==> src/rtl/rom_download_packer_if.sv <==
// ---------------------------------------------------------------------------
// rom_download_packer_if
// Purpose : bundles the HPS ioctl download port and the memory-side word
//           write handshake used by rom_download_packer.
// Signals :
//   ioctl_download  download window active (HPS -> packer)
//   ioctl_wr        one-cycle byte strobe (HPS -> packer)
//   ioctl_addr      25-bit byte address (HPS -> packer)
//   ioctl_dout      byte data (HPS -> packer)
//   ioctl_wait      stall request (packer -> HPS)
//   sdr_req         word write request (packer -> memory)
//   sdr_addr        word address of FIFO head (packer -> memory)
//   sdr_data        {high byte, low byte} of FIFO head (packer -> memory)
//   sdr_ack         one-cycle accept of the head (memory -> packer)
// Modports: slave = the packer itself, master = the environment driving it.
// ---------------------------------------------------------------------------
interface rom_download_packer_if #(
  parameter int AW = 22
) ();
  logic          ioctl_download;
  logic          ioctl_wr;
  logic [24:0]   ioctl_addr;
  logic [7:0]    ioctl_dout;
  logic          ioctl_wait;
  logic          sdr_req;
  logic [AW-1:0] sdr_addr;
  logic [15:0]   sdr_data;
  logic          sdr_ack;

  modport slave (
    input  ioctl_download, ioctl_wr, ioctl_addr, ioctl_dout, sdr_ack,
    output ioctl_wait, sdr_req, sdr_addr, sdr_data
  );

  modport master (
    output ioctl_download, ioctl_wr, ioctl_addr, ioctl_dout, sdr_ack,
    input  ioctl_wait, sdr_req, sdr_addr, sdr_data
  );
endinterface

==> src/rtl/rom_download_packer.sv <==
// ---------------------------------------------------------------------------
// rom_download_packer
// Purpose : packs the byte-wide ROM download stream into 16-bit little-endian
//           words, queues them in a small FIFO, writes them to memory over a
//           req/ack handshake, throttles HPS, flags end of load and checks the
//           four-byte ROM signature.
// Ports   :
//   i_clk_sys     system clock, rising edge
//   i_rst_n       asynchronous active-low reset
//   bus           rom_download_packer_if.slave (ioctl and sdr signals)
//   o_busy        download or flush in progress
//   o_done        one-cycle pulse when all words of a load are written
//   o_sig_match   bytes 0..3 of the load equal SIG
//   o_overflow    sticky, a word was dropped on a full FIFO
//   o_word_count  words accepted by memory in this load (saturating)
// ---------------------------------------------------------------------------
module rom_download_packer #(
  parameter int          AW         = 22,
  parameter int          FIFO_DEPTH = 4,
  parameter logic [7:0]  PAD_BYTE   = 8'hFF,
  parameter logic [31:0] SIG        = 32'h10830080
) (
  input  logic                 i_clk_sys,
  input  logic                 i_rst_n,
  rom_download_packer_if.slave bus,
  output logic                 o_busy,
  output logic                 o_done,
  output logic                 o_sig_match,
  output logic                 o_overflow,
  output logic [AW:0]          o_word_count
);

  localparam int             PW       = $clog2(FIFO_DEPTH);
  localparam int             CW       = PW + 1;
  localparam logic [PW-1:0]  PTR_ONE  = PW'(1);
  localparam logic [CW-1:0]  CNT_ONE  = CW'(1);
  localparam logic [CW-1:0]  FULL_LVL = CW'(FIFO_DEPTH);
  localparam logic [CW-1:0]  WAIT_LVL = CW'(FIFO_DEPTH - 1);

  typedef enum logic [1:0] {S_IDLE, S_LOAD, S_FLUSH, S_DONE} state_t;

  state_t        r_state;
  logic          r_dl_d;
  logic          r_busy, r_done, r_sig_match, r_overflow, r_wait;
  logic [3:0]    r_sig_flag;
  logic [AW:0]   r_word_count;
  logic [AW-1:0] r_pw_addr;
  logic [15:0]   r_pw_data;
  logic [1:0]    r_pw_mask;
  logic [CW-1:0] r_count;
  logic [PW-1:0] r_wr_ptr, r_rd_ptr;
  logic [AW-1:0] r_mem_addr [FIFO_DEPTH];
  logic [15:0]   r_mem_data [FIFO_DEPTH];

  logic          w_start, w_end, w_wr, w_lane;
  logic [AW-1:0] w_waddr;
  logic [15:0]   w_pad_data, w_merge_data;
  logic [1:0]    w_merge_mask;
  logic          w_push, w_pop, w_accept, w_drop;
  logic [AW-1:0] w_push_addr, w_pw_addr_next;
  logic [15:0]   w_push_data, w_pw_data_next;
  logic [1:0]    w_pw_mask_next;
  logic [CW-1:0] w_count_next;
  logic [7:0]    w_sig_byte;

  assign w_waddr = bus.ioctl_addr[AW:1];
  assign w_lane  = bus.ioctl_addr[0];
  assign w_start = bus.ioctl_download & ~r_dl_d & ((r_state == S_IDLE) | (r_state == S_DONE));
  assign w_end   = ~bus.ioctl_download & r_dl_d & (r_state == S_LOAD);
  // The end-of-download cycle already has ioctl_download low, so a strobe
  // there is outside the window and is dropped.
  assign w_wr    = bus.ioctl_wr & (r_state == S_LOAD) & ~w_end;

  // Pending word with never-written lanes filled with the pad byte.
  assign w_pad_data = {r_pw_mask[1] ? r_pw_data[15:8] : PAD_BYTE,
                       r_pw_mask[0] ? r_pw_data[7:0]  : PAD_BYTE};

  always_comb begin
    w_merge_data = r_pw_data;
    if (w_lane) w_merge_data[15:8] = bus.ioctl_dout;
    else        w_merge_data[7:0]  = bus.ioctl_dout;
    w_merge_mask = r_pw_mask | (w_lane ? 2'b10 : 2'b01);
  end

  // Pending-word update and the (single) push decision for this cycle.
  always_comb begin
    w_push         = 1'b0;
    w_push_addr    = r_pw_addr;
    w_push_data    = w_pad_data;
    w_pw_addr_next = r_pw_addr;
    w_pw_data_next = r_pw_data;
    w_pw_mask_next = r_pw_mask;
    if (w_start) begin
      w_pw_mask_next = 2'b00;
    end else if (w_end) begin
      w_push         = (r_pw_mask != 2'b00);
      w_pw_mask_next = 2'b00;
    end else if (w_wr) begin
      if ((r_pw_mask != 2'b00) && (w_waddr != r_pw_addr)) begin
        // Address moved on: retire the partial word, start a fresh one.
        w_push         = 1'b1;
        w_pw_addr_next = w_waddr;
        w_pw_data_next = w_lane ? {bus.ioctl_dout, PAD_BYTE} : {PAD_BYTE, bus.ioctl_dout};
        w_pw_mask_next = w_lane ? 2'b10 : 2'b01;
      end else begin
        w_pw_addr_next = w_waddr;
        w_pw_data_next = w_merge_data;
        if (w_merge_mask == 2'b11) begin
          w_push         = 1'b1;
          w_push_addr    = w_waddr;
          w_push_data    = w_merge_data;
          w_pw_mask_next = 2'b00;
        end else begin
          w_pw_mask_next = w_merge_mask;
        end
      end
    end
  end

  assign w_pop    = bus.sdr_ack & (r_count != '0);
  assign w_accept = w_push & ((r_count != FULL_LVL) | w_pop);
  assign w_drop   = w_push & ~w_accept;

  always_comb begin
    w_count_next = r_count;
    if (w_accept & ~w_pop)      w_count_next = r_count + CNT_ONE;
    else if (~w_accept & w_pop) w_count_next = r_count - CNT_ONE;
  end

  always_comb begin
    case (bus.ioctl_addr[1:0])
      2'd0:    w_sig_byte = SIG[31:24];
      2'd1:    w_sig_byte = SIG[23:16];
      2'd2:    w_sig_byte = SIG[15:8];
      default: w_sig_byte = SIG[7:0];
    endcase
  end

  // FIFO storage carries no reset; only the count/pointers define validity.
  always_ff @(posedge i_clk_sys) begin
    if (w_accept) begin
      r_mem_addr[r_wr_ptr] <= w_push_addr;
      r_mem_data[r_wr_ptr] <= w_push_data;
    end
  end

  always_ff @(posedge i_clk_sys or negedge i_rst_n) begin
    if (!i_rst_n) begin
      r_state      <= S_IDLE;
      r_dl_d       <= 1'b0;
      r_busy       <= 1'b0;
      r_done       <= 1'b0;
      r_sig_match  <= 1'b0;
      r_overflow   <= 1'b0;
      r_wait       <= 1'b0;
      r_sig_flag   <= 4'b0000;
      r_word_count <= '0;
      r_pw_addr    <= '0;
      r_pw_data    <= '0;
      r_pw_mask    <= 2'b00;
      r_count      <= '0;
      r_wr_ptr     <= '0;
      r_rd_ptr     <= '0;
    end else begin
      r_dl_d    <= bus.ioctl_download;
      r_done    <= 1'b0;
      r_pw_addr <= w_pw_addr_next;
      r_pw_data <= w_pw_data_next;
      r_pw_mask <= w_pw_mask_next;
      r_count   <= w_count_next;
      r_wait    <= (w_count_next >= WAIT_LVL);
      if (w_accept) r_wr_ptr <= r_wr_ptr + PTR_ONE;
      if (w_pop)    r_rd_ptr <= r_rd_ptr + PTR_ONE;
      if (w_drop)   r_overflow <= 1'b1;
      if (w_pop && !(&r_word_count)) r_word_count <= r_word_count + 1'b1;
      if (w_wr && (bus.ioctl_addr[24:2] == '0))
        r_sig_flag[bus.ioctl_addr[1:0]] <= (bus.ioctl_dout == w_sig_byte);
      r_sig_match <= &r_sig_flag;

      case (r_state)
        S_IDLE, S_DONE: begin
          if (w_start) begin
            r_state      <= S_LOAD;
            r_busy       <= 1'b1;
            r_word_count <= '0;
            r_overflow   <= 1'b0;
            r_sig_flag   <= 4'b0000;
            r_sig_match  <= 1'b0;
          end
        end
        S_LOAD: begin
          if (w_end) r_state <= S_FLUSH;
        end
        S_FLUSH: begin
          if (r_count == '0) begin
            r_state <= S_DONE;
            r_busy  <= 1'b0;
            r_done  <= 1'b1;
          end
        end
        default: r_state <= S_IDLE;
      endcase
    end
  end

  assign bus.sdr_req    = (r_count != '0);
  // Outputs read as zero when nothing is queued, including right after reset.
  assign bus.sdr_addr   = bus.sdr_req ? r_mem_addr[r_rd_ptr] : '0;
  assign bus.sdr_data   = bus.sdr_req ? r_mem_data[r_rd_ptr] : '0;
  assign bus.ioctl_wait = r_wait;
  assign o_busy         = r_busy;
  assign o_done         = r_done;
  assign o_sig_match    = r_sig_match;
  assign o_overflow     = r_overflow;
  assign o_word_count   = r_word_count;

endmodule

==> src/flat_wrapper.sv <==
// flat-port wrapper written by rule: the top's interface ports become plain ports
module rom_download_packer_flat 
#(
  parameter int          AW         = 22,
  parameter int          FIFO_DEPTH = 4,
  parameter logic [7:0]  PAD_BYTE   = 8'hFF,
  parameter logic [31:0] SIG        = 32'h10830080
)
  (i_clk_sys, i_rst_n, o_busy, o_done, o_sig_match, o_overflow, o_word_count, bus_ioctl_download, bus_ioctl_wr, bus_ioctl_addr, bus_ioctl_dout, bus_sdr_ack, bus_ioctl_wait, bus_sdr_req, bus_sdr_addr, bus_sdr_data);
  rom_download_packer_if #(.AW(AW)) bus_i ();
  input  logic i_clk_sys;
  input  logic i_rst_n;
  output logic o_busy;
  output logic o_done;
  output logic o_sig_match;
  output logic o_overflow;
  output logic [AW:0] o_word_count;
  input wire logic [$bits(bus_i.ioctl_download)-1:0] bus_ioctl_download;
  input wire logic [$bits(bus_i.ioctl_wr)-1:0] bus_ioctl_wr;
  input wire logic [$bits(bus_i.ioctl_addr)-1:0] bus_ioctl_addr;
  input wire logic [$bits(bus_i.ioctl_dout)-1:0] bus_ioctl_dout;
  input wire logic [$bits(bus_i.sdr_ack)-1:0] bus_sdr_ack;
  output wire logic [$bits(bus_i.ioctl_wait)-1:0] bus_ioctl_wait;
  output wire logic [$bits(bus_i.sdr_req)-1:0] bus_sdr_req;
  output wire logic [$bits(bus_i.sdr_addr)-1:0] bus_sdr_addr;
  output wire logic [$bits(bus_i.sdr_data)-1:0] bus_sdr_data;
  assign bus_i.ioctl_download = bus_ioctl_download;
  assign bus_i.ioctl_wr = bus_ioctl_wr;
  assign bus_i.ioctl_addr = bus_ioctl_addr;
  assign bus_i.ioctl_dout = bus_ioctl_dout;
  assign bus_i.sdr_ack = bus_sdr_ack;
  assign bus_ioctl_wait = bus_i.ioctl_wait;
  assign bus_sdr_req = bus_i.sdr_req;
  assign bus_sdr_addr = bus_i.sdr_addr;
  assign bus_sdr_data = bus_i.sdr_data;
  rom_download_packer #(.AW(AW), .FIFO_DEPTH(FIFO_DEPTH), .PAD_BYTE(PAD_BYTE), .SIG(SIG)) u_core (.i_clk_sys(i_clk_sys), .i_rst_n(i_rst_n), .bus(bus_i), .o_busy(o_busy), .o_done(o_done), .o_sig_match(o_sig_match), .o_overflow(o_overflow), .o_word_count(o_word_count));
endmodule
==> config.mk <==
export PLATFORM = sky130hd
export DESIGN_NAME = rom_download_packer_flat
export DESIGN_NICKNAME = d
export VERILOG_FILES = /design/src/rtl/rom_download_packer_if.sv /design/src/rtl/rom_download_packer.sv /design/src/flat_wrapper.sv
export SDC_FILE = /design/constraint.sdc
export NUM_CORES = 1
export LEC_CHECK = 0
export ABC_AREA = 1
export BUFFER_PORTS_ARGS = -buffer_cell sky130_fd_sc_hd__buf_2
export CAP_MARGIN = 10
export CORE_ASPECT_RATIO = 0.8
export CORE_MARGIN = 4
export CORE_UTILIZATION = 55
export CTS_BUF_LIST = sky130_fd_sc_hd__clkbuf_8
export DETAILED_ROUTE_END_ITERATION = 6
export PLACE_DENSITY = 0.75
export SYNTH_ARGS = -nofsm -noshare
export SYNTH_HDL_FRONTEND = slang
export SYNTH_SLANG_ARGS = --single-unit
==> constraint.sdc <==
create_clock -name i_clk_sys -period 7.18 [get_ports i_clk_sys]
set_input_delay 0.718 -clock i_clk_sys [delete_from_list [all_inputs] [get_ports i_clk_sys]]
set_output_delay 0.718 -clock i_clk_sys [all_outputs]
set_load 0.05 [all_outputs]
### After elaboration in Yosys (flattened, before gate mapping)

Memories as Yosys holds them, arrays and structs flattened.
Index checks and enable logic that the tools add are counted.

* bitwise logic cells: 20
* muxes and demuxes: 57
* $lt $le $gt $ge: 3
* eq/ne operators: 12
* reduce and logical (&&, ||, !) cells: 19
* $add $sub $neg: 5

Operator list (count)
* $mux W22: 6
* $mux W16: 8
* $mux W23: 3
* $mux W8: 4
* $pmux W8 S3: 1
* $add A23 B1 Y23 const B: 1
* $logic_not A23 Y1: 1
* $reduce_and A23 Y1: 1
* $ne A22 B22 Y1: 1
* $mux W2: 9
* $mux W1: 17
* $mux W4: 3
* $and A1 B1 Y1: 11
* $reduce_and A3 Y1: 3
* $eq A2 B2 Y1 const B: 4
* $eq A8 B8 Y1: 1
* $mux W3: 2
* $ne A2 B1 Y1 const B: 3
* $not A1 Y1: 6
* $pmux W2 S3: 1
* $reduce_bool A3 Y1: 2
* $add A2 B1 Y2 const B: 2
* $bwmux W4: 1
* $eq A2 B1 Y1 const B: 2
* 17 further kinds: 23

* memories: 2
* bits in writable memories: 152
* flip-flop bits (word level): 82
* output and inout port bits: 67
* bits of input ports: 38
* word-level logic and storage cells: 133

Memories
* u_core.r_mem_addr: depth 4, width 22, read ports 1, clocked after memory_dff 0, wr ports 1, RTL line rom_download_packer.sv:52 `logic [AW-1:0] r_mem_addr [FIFO_DEPTH];`
* u_core.r_mem_data: depth 4, width 16, read ports 1, clocked after memory_dff 0, wr ports 1, RTL line rom_download_packer.sv:53 `logic [15:0] r_mem_data [FIFO_DEPTH];`

### Depth between registers and ports, before layout

Gate-level depths: netlist of the first run.

* word-level depth: 14
* mapped depth: 17
* mapped depth without buffers: 17

### Least setup slack after synthesis of the first run

Ideal clock, no wire load.

* path type: input to register
* start point: in bus_ioctl_download
* end point: mem u_core.r_mem_addr[0][0] (enable)
* data required time: 6.747 ns
* library setup time: 0.433 ns
* path buffers: 0
* stages: 7
* arrival: 3.229 ns
* setup slack: 3.518 ns
* cell sequence: inv_1 -> nor2_1 -> nand2_1 -> inv_1 -> a31oi_1 -> nand3_1 -> nor2_1

* longest elaborated chain between the ends: 11

RTL lines
* start: declaration: RTL line flat_wrapper.sv:18 `input wire logic [$bits(bus_i.ioctl_download)-1:0] bus_ioctl_download;`
* $not A1 Y1: RTL line rom_download_packer.sv:69 `assign w_end = ~bus.ioctl_download & r_dl_d & (r_state == S_LOAD);`
* $and A1 B1 Y1 (2 in series): RTL line rom_download_packer.sv:69
* $not A1 Y1 (no line)
* $and A1 B1 Y1: RTL line rom_download_packer.sv:72 `assign w_wr = bus.ioctl_wr & (r_state == S_LOAD) & ~w_end;`
* $mux W1: RTL line rom_download_packer.sv:98 `end else if (w_wr) begin`
* $mux W1: RTL line rom_download_packer.sv:95 `end else if (w_end) begin`
* $mux W1 (*): RTL line rom_download_packer.sv:93 `if (w_start) begin`
* $and A1 B1 Y1 (*): RTL line rom_download_packer.sv:121 `assign w_accept = w_push & ((r_count != FULL_LVL) | w_pop);`
* $mux W1 (*): RTL line rom_download_packer.sv:141 `if (w_accept) begin`
* $mux W1 (implied by the code) (*): RTL line rom_download_packer.sv:142 `r_mem_addr[r_wr_ptr] <= w_push_addr;`
* end: declaration: RTL line rom_download_packer.sv:52

Mark *: on every way between the ends. The rest lies on a longest branch, timed or not.

### Final worst setup path of the first run

* start point: reg u_core.r_state[0]
* end point: mem u_core.r_mem_data[3][13] (enable)

* longest elaborated chain between the ends: 10

RTL lines
* start: declaration: RTL line rom_download_packer.sv:42 `state_t r_state;`
* start signal: assignment: RTL line rom_download_packer.sv:149 `r_state <= S_IDLE;`
* start signal: assignment: RTL line rom_download_packer.sv:183 `r_state <= S_LOAD;`
* start signal: assignment: RTL line rom_download_packer.sv:192 `if (w_end) r_state <= S_FLUSH;`
* $eq A2 B1 Y1: RTL line rom_download_packer.sv:69, rom_download_packer.sv:72
* $and A1 B1 Y1: RTL line rom_download_packer.sv:69
* $not A1 Y1 (no line)
* $and A1 B1 Y1: RTL line rom_download_packer.sv:72
* $mux W1: RTL line rom_download_packer.sv:98
* $mux W1: RTL line rom_download_packer.sv:95
* $mux W1 (*): RTL line rom_download_packer.sv:93
* $and A1 B1 Y1 (*): RTL line rom_download_packer.sv:121
* $mux W1 (*): RTL line rom_download_packer.sv:141
* $mux W1 (implied by the code) (*): RTL line rom_download_packer.sv:143 `r_mem_data[r_wr_ptr] <= w_push_data;`
* end: declaration: RTL line rom_download_packer.sv:53

Marks and branches as above.

==> summary.md, run 1 <==
| Metric | Value |
|---|---|
| Worst vdd ir | `275 uV` |
| Critical Path RT | `7.34 ns` |
| Detailed-route via count | `8266` |
| Io pins | `105` |
| Global-route usage over all layers | `23.6%` |
| Tcrit/Tclk final | `54.9%` |
| Post-Syn Nets | `1203` |
| Num rows | `45` |
| Antenna diodes | `0` |
| CTS buffer count | `38` |
| First-pass GRT wire length | `41100 um` |
| Syn Std Cell Area | `10900 um2` |
| Worst setup margin | `3.24 ns` |
| Post-DP HPWL | `16200 um` |
| Synth-to-Final Area Change | `13.4%` |
| Vias in the first global route | `7893` |
| Clock skew after layout | `0.0300 ns` |
| Startpoint types | `register` |
| Post-synthesis cell count | `1154` |
| IO Port Bufs | `104` |
| Fmax | `0.254 GHz` |
| Clock root cell | `clkbuf_8` |
| Critical path launch point | `u_core.r_state[0]` |
| Slew @ Worst Pin | `0.926 ns` |
| Crit-path max FO | `31` |
| Pre-CTS setup slack | `2.94 ns` |
| Routed WL | `25700 um` |
| Placed Area | `11600 um2` |
| Largest cells by area after synthesis | `edfxtp_1 (42%), dfrtp_1 (19%), nor2_1 (7.5%)` |
| Starting density of the core | `56.6%` |
| Final Util | `64.2%` |
| R2r endpoint | `u_core.r_mem_data[3][13]` |
| Via density | `5.42` |
| Die footprint | `22100 um2` |
| Htree depth | `2` |
| Post-CTS setup buffer count | `0` |
| Nature of the critical path endpoint | `register` |
| Clk slew on worst S/H paths | `0.06 ns` |
| RSZ-0062 raised after global routing | `no` |
| Iteration-0 DRC Markers | `793` |
| Leakage power | `5.14 nW` |
| Grt ovf | `0` |
| Worst Hold Class | `in2async` |
| Finished layout cell area | `12300 um2` |
| RR Startpoint | `u_core.r_state[0]` |
| Sequential area share after synthesis | `60.9%` |
| Worst R2R Path Depth | `8` |
| # nets final | `1286` |
| Detail Route Antenna Nets | `0` |
| Slew HR | `38.2%` |
| Worst-Skew Late Latency | `0.55 ns` |
| Setup_tns | `0 ns` |
| Syn avg cell area | `9.42 um2` |
| Warnings from Yosys | `0` |
| Post-layout min period | `3.94 ns` |
| Maximum clock path buffer count | `3` |
| Worst Path Arrival | `4.10 ns` |
| Core Area | `19200 um2` |
| # hold bufs at CTS | `0` |
| Pwr dens | `460 nW/um2` |
| Post-CTS sizing | `0` |
| Seq cells post-synth | `234` |
| # clock sinks | `234` |
| Initial antenna violation count | `1` |
| DR DRC count | `0` |
| Synth unique cells | `48` |
| Yosys top cell area share | `42.0%` |
| Pin count of the biggest net entering global routing | `79` |
| Top cell type by total area after synthesis | `edfxtp_1` |
| Avg WL per Cell | `16.9 um` |
| Tot Pwr | `5.68 mW` |
| Crit path kind | `reg2reg` |
| Die W | `165 um` |
| Max Slew Vio Count | `0` |
| Die Ht | `134 um` |
| Share of layout cells above drive strength 1 | `16.6%` |
| Drt pass-1 iters | `5` |
| Internal reg-to-reg setup slack | `3.24 ns` |
| TritonCTS clock tree | `built` |
| Max-cap violations | `0` |
| Final count of hold timing violations | `0` |
| Gp weighted congestion | `0.857` |
| Status | `finished, final reports clean` |
| Finish-stage setup viols | `0` |
through the flow:
step	std cells	hold WS [ns]
after floorplan	1154	0.422
after global placement	1455	0.469
after detailed placement	1455	0.474
after CTS	1525	0.134
after global routing	1525	0.149
final	1525	0.126
logic make-up after synthesis:
logic type	synth area share, %
and+or+nand+nor	18.0
AOI/OAI and AO/OA	11.9
DFF	60.9
buffers and inverters	6.80
xor gates and xnor gates	1.05
adders and majority gates	1.27
muxes	0.0921
cells in the mapped netlist, drive strengths merged:
library cell,number
buf,11
a31oi,12
nor4b,1
o31ai,6
nor2,223
o211ai,1
nor4,6
nand3b,1
a311oi,2
edfxtp,152
xor2,10
a211oi,4
a21oi,61
nand4,8
xnor2,3
o211a,1
o21bai,1
o221a,1
or2,2
mux2i,1
ha,11
nor3,17
nand2,172
nor3b,2
o21a,2
inv,122
clkbuf,60
and3,1
o21ai,152
nand3,25
dfrtp,82
o22ai,1
layout make-up:
class	count	area (um2)
Fill cell	1497	6870
Sequential cell	234	6620
Multi-Input combinational cell	727	3560
Clock buffer	46	633
Timing Repair Buffer	114	598
Inverter	122	458
Tap cell	258	323
Clock inverter	24	145
metal layers:
layer  vias to the layer above  track usage [%]  wire, um
met5                         -                0        20
met4                         2             6.79       532
met3                        47             4.89      2170
met2                       341             36.2     11700
met1                      3876             34.4     11300
li1                       4000                -         -
worst max path at each step:
stage                                          end  slack (ns)  depth (start not counted)
final                     u_core.r_mem_data[3][13]        3.24                          8
after global placement    u_core.r_mem_data[3][12]        3.06                          9
after floorplan            u_core.r_mem_addr[0][0]        3.52                          7
after CTS                 u_core.r_mem_data[3][13]        3.11                          8
after global routing      u_core.r_mem_data[3][13]        2.87                          8
after detailed placement   u_core.r_mem_data[3][8]        2.94                          9
worst max-delay path, cell delays in order (launching register included):
cell	delay, ns
dfrtp_1	0.39
inv_1	0.06
ha_1	0.32
nand2_1	0.51
inv_1	0.40
a31oi_1	0.46
nand3_1	0.50
nor2_4	0.41
buf_4	0.50
where the power goes:
group          switching [mW]  internal [mW]
Sequential              0.231           1.81
Combinational            1.90          0.593
Clock                   0.528          0.624
Total                    2.66           3.02
cell usage in the layout, fill, tap and decap left out, drive strengths merged:
cell type,instances
a211oi,4
o22ai,1
and3,1
a31oi,12
nand4,8
inv,138
nor4b,1
nand3,25
clkbuf,46
o221a,1
nor3,17
o211ai,1
o21bai,1
or2,2
clkinv,6
o31ai,6
nand3b,1
xor2,10
nor2,223
buf,114
dfrtp,82
o211a,1
a21oi,61
edfxtp,152
a311oi,2
clkinvlp,1
ha,11
o21a,2
nand2,172
bufinv,1
nor3b,2
nor4,6
o21ai,152
mux2i,1
xnor2,3
flip-flops by register name, summed over array words and instances (netlist names), 2 cells and up:
register / cells
u_core.r_sig_flag: 4
u_core.r_count: 3
u_core.r_pw_addr: 22
u_core.r_rd_ptr: 2
u_core.r_pw_data: 16
u_core.r_wr_ptr: 2
u_core.r_mem_data: 64
u_core.r_state: 2
u_core.r_mem_addr: 88
u_core.o_word_count: 23
u_core.r_pw_mask: 2
No activity file was read; power rests on OpenSTA's default activity.
==> run 2, diff against run 1 <==
Settings changed: ABC_AREA 1 to 0, PLACE_DENSITY 0.75 to 0.78.
Clock period 7.18 ns to 3.5 ns, I/O delays scaled along.
==> run 2 against run 1 <==
Hold slack got worse by 0.039 ns. Combinational power rose by 60%. Die area fell by 6.0%. Sequential cell count did not move. Worst setup slack got worse by 2.8 ns. Clock skew fell by 0.0057 ns. Sequential share of layout area rose by 3.2 points. Register-to-register slack got worse by 2.8 ns. Critical path type unchanged.
==> summary.md, run 2 <==
| Metric | Value |
|---|---|
| Status | `finished, final reports clean` |
| Die W | `160 um (-3.1%)` |
| Commonest non-fill, non-tap cell in the layout | `edfxtp_1` |
| Maximum clock path buffer count | `3 (unchanged)` |
| Most frequent cell after synthesis | `edfxtp_1` |
| Num rows | `44 (-2.2%)` |
| Pin count of the biggest net entering global routing | `74 (-6.3%)` |
| Sequential area share after synthesis | `65.0% (+4.1 points)` |
| Yosys top cell area share | `44.8% (+2.8 points)` |
| Post-CTS setup buffer count | `0 (unchanged)` |
| Hold Path Sink | `u_core.r_pw_addr[7]` |
| Post-synthesis cell count | `694 (-40%)` |
| Ys async rst share | `35.0% (unchanged)` |
| Vias in the first global route | `6386 (-19%)` |
| R2r endpoint | `u_core.r_mem_addr[3][14]` |
| Post-Syn Nets | `743 (-38%)` |
| Worst vdd ir | `386 uV (+41%)` |
| Uppermost routed layer | `met4` |
| Detailed-route via count | `6115 (-26%)` |
| Grt ovf | `0 (unchanged)` |
| Top cell type by total area after synthesis | `edfxtp_1` |
| Pwr dens | `877 nW/um2 (+91%)` |
| Worst-Skew Late Latency | `0.53 ns (-0.02 ns)` |
| Worst Path Arrival | `3.28 ns (-0.82 ns)` |
| Crit-path max FO | `28 (-9.7%)` |
| DR DRC count | `0 (unchanged)` |
| Slowest CP cell | `and2_1` |
| Post-DP HPWL | `13800 um (-15%)` |
| Tcrit/Tclk final | `87.6% (+33 points)` |
| Startpoint types | `register` |
| Crit path kind | `reg2reg` |
| Syn avg cell area | `14.7 um2 (+56%)` |
| Setup_tns | `0 ns (unchanged)` |
| # clock sinks | `234 (unchanged)` |
| RSZ-0062 raised after global routing | `no` |
| Register Area | `6620 um2 (unchanged)` |
| Worst R2R Path Depth | `7 (-1)` |
| Antenna diodes | `0 (unchanged)` |
| Final count of hold timing violations | `0 (unchanged)` |
| Warnings from Yosys | `0 (unchanged)` |
| Max-cap violations | `0 (unchanged)` |
| Core Area | `18200 um2 (-5.4%)` |
| Crit-path max cell delay | `0.62 ns (+0.11 ns)` |
| Routed wire length on met2 | `10300 um (-12%)` |
| Gp weighted congestion | `0.863 (+0.68%)` |
| Worst path cell trace | `inv_1 -> ha_1 -> nand3b_1 -> nand3_1 -> nor3_1 -> and2_1 -> buf_12` |
| Slew HR | `36.0% (-2.2 points)` |
| Pre-CTS setup slack | `0.484 ns (-2.46 ns)` |
| Largest register FFs | `88 (unchanged)` |
| Internal reg-to-reg setup slack | `0.43 ns (-2.81 ns)` |
| RR Startpoint | `u_core.r_state[0]` |
| Post-synth top flop | `edfxtp_1` |
| Area occupied by multi-input gates | `3290 um2 (-7.7%)` |
| Nature of the critical path endpoint | `register` |
| Die Ht | `130 um (-3.0%)` |
| Via density | `5.77 (+6.5%)` |
| Length of routed met3 wiring | `1580 um (-27%)` |
| # hold bufs at CTS | `2 (+2)` |
| Synth-to-Final Area Change | `14.3%` |
| Initial antenna violation count | `0 (-1)` |
| EDFF count, synth | `152 (unchanged)` |
| Fill cell count | `1324 (-12%)` |
| Slew @ Worst Pin | `0.961 ns (+0.0349 ns)` |
| Commonest cells in the synthesized netlist | `edfxtp_1 (152), dfrtp_1 (82), nor2_1 (52)` |
| Fmax | `0.326 GHz (+29%)` |
| Syn Std Cell Area | `10200 um2 (-6.4%)` |
| Worst Hold Class | `in2reg` |
| Detail Route Antenna Nets | `0 (unchanged)` |
| Post-layout min period | `3.07 ns (-0.874 ns)` |
| Leakage power | `4.48 nW (-13%)` |
| Worst hold slack | `0.0870 ns (-0.0393 ns)` |
| Worst setup margin | `0.435 ns (-2.81 ns)` |
| Hold path startpoint | `bus_ioctl_addr[8]` |
| # nets final | `850 (-34%)` |
| Critical Path RT | `3.71 ns (-3.63 ns)` |
| Cell count of the worst hold path | `2` |
| Global-route usage over all layers | `20.3% (-3.3 points)` |
| Die footprint | `20800 um2 (-6.0%)` |
| Share of layout cells above drive strength 1 | `28.8% (+12 points)` |
| Synth unique cells | `53 (+10%)` |
| Htree depth | `2 (unchanged)` |
| Clock skew after layout | `0.0244 ns (-0.00566 ns)` |
| CTS buffer count | `37 (-2.6%)` |
| Tot Pwr | `10.2 mW (+80%)` |
| First-pass GRT wire length | `33200 um (-19%)` |
| Iteration-0 DRC Markers | `486 (-39%)` |
| Avg WL per Cell | `19.6 um (+16%)` |
| Most flop-heavy register | `u_core.r_mem_addr` |
| Clock root cell | `clkbuf_8` |
| IO Port Bufs | `104 (unchanged)` |
| Starting density of the core | `56.0% (-0.58 points)` |
| Seq cells post-synth | `234 (unchanged)` |
| Routed WL | `20700 um (-19%)` |
| Post-CTS sizing | `0 (unchanged)` |
| Largest cells by area after synthesis | `edfxtp_1 (45%), dfrtp_1 (20%), mux4_2 (8.4%)` |
| Drt pass-1 iters | `5 (unchanged)` |
| Finish-stage setup viols | `0 (unchanged)` |
| Io pins | `105 (unchanged)` |
| Clk slew on worst S/H paths | `0.07 ns (about the same)` |
| WL met1 | `8480 um (-25%)` |
| Most frequent cells in the layout | `edfxtp_1 (152), buf_2 (103), dfrtp_1 (81)` |
| Max Slew Vio Count | `0 (unchanged)` |
| TritonCTS clock tree | `built` |
## run 2: worst max-delay path by stage
stage | startpoint | end
floorplan | u_core.r_state[0] | u_core.r_mem_addr[0][0]
finish | u_core.r_state[0] | u_core.r_mem_addr[3][14]
CTS | u_core.r_state[0] | u_core.r_mem_addr[3][19]
global placement | bus_ioctl_addr[9] | u_core.r_mem_addr[3][15]
detailed placement | u_core.r_state[0] | u_core.r_mem_addr[3][14]
global route | u_core.r_state[0] | u_core.r_mem_addr[3][19]
## run 2: layer usage
layer / GRT usage, % / vias up
met5: 0 / -
met4: 6.17 / 0
met3: 5.12 / 35
met2: 34.2 / 220
met1: 26.7 / 3073
li1: - / 2787
## run 2: area by class of cell
| type | instances | share of cell area [%] |
|---|---|---|
| clock buffers | 40 | 4.73 |
| clock inverters | 27 | 1.02 |
| inverters | 22 | 0.710 |
| multi-input cells | 390 | 28.2 |
| flip-flops and latches | 234 | 56.9 |
| well taps | 230 | 2.47 |
| repair buffers | 116 | 5.96 |
## run 2: kinds of logic after synthesis
family          share of synthesized area [%]
xor+xnor                                 4.04
fa+ha+maj                                1.45
flops                                    65.0
simple gates                             10.3
mux                                      11.6
compound gates                           4.76
buf+inv                                  2.80
## run 2: stage by stage
step / std cells / util (%) / cell area [um2]
6_report: 1059 / 64.0 / 11600
5_1_grt: 1059 / 64.0 / 11600
4_1_cts: 1059 / 64.0 / 11600
3_5_place_dp: 990 / 60.3 / 10900
3_3_place_gp: 990 / 60.3 / 10900
2_1_floorplan: 694 / - / 10200
## run 2: where the power goes
group	switching, mW	internal [mW]	leakage (nW)	total [mW]
Sequential	0.506	3.62	2.35	4.13
Clock	1.03	1.06	0.401	2.09
Combinational	2.58	1.41	1.73	3.99
Total	4.11	6.10	4.48	10.2
## run 2: critical path: cells and delay by family, from the launching register on
family | cells | cell delay [ns]
adder cells (fa/ha/maj) | 1 | 0.34
buffers and inverters | 2 | 0.36
flip-flops | 1 | 0.39
AND/OR/NAND/NOR | 4 | 1.65
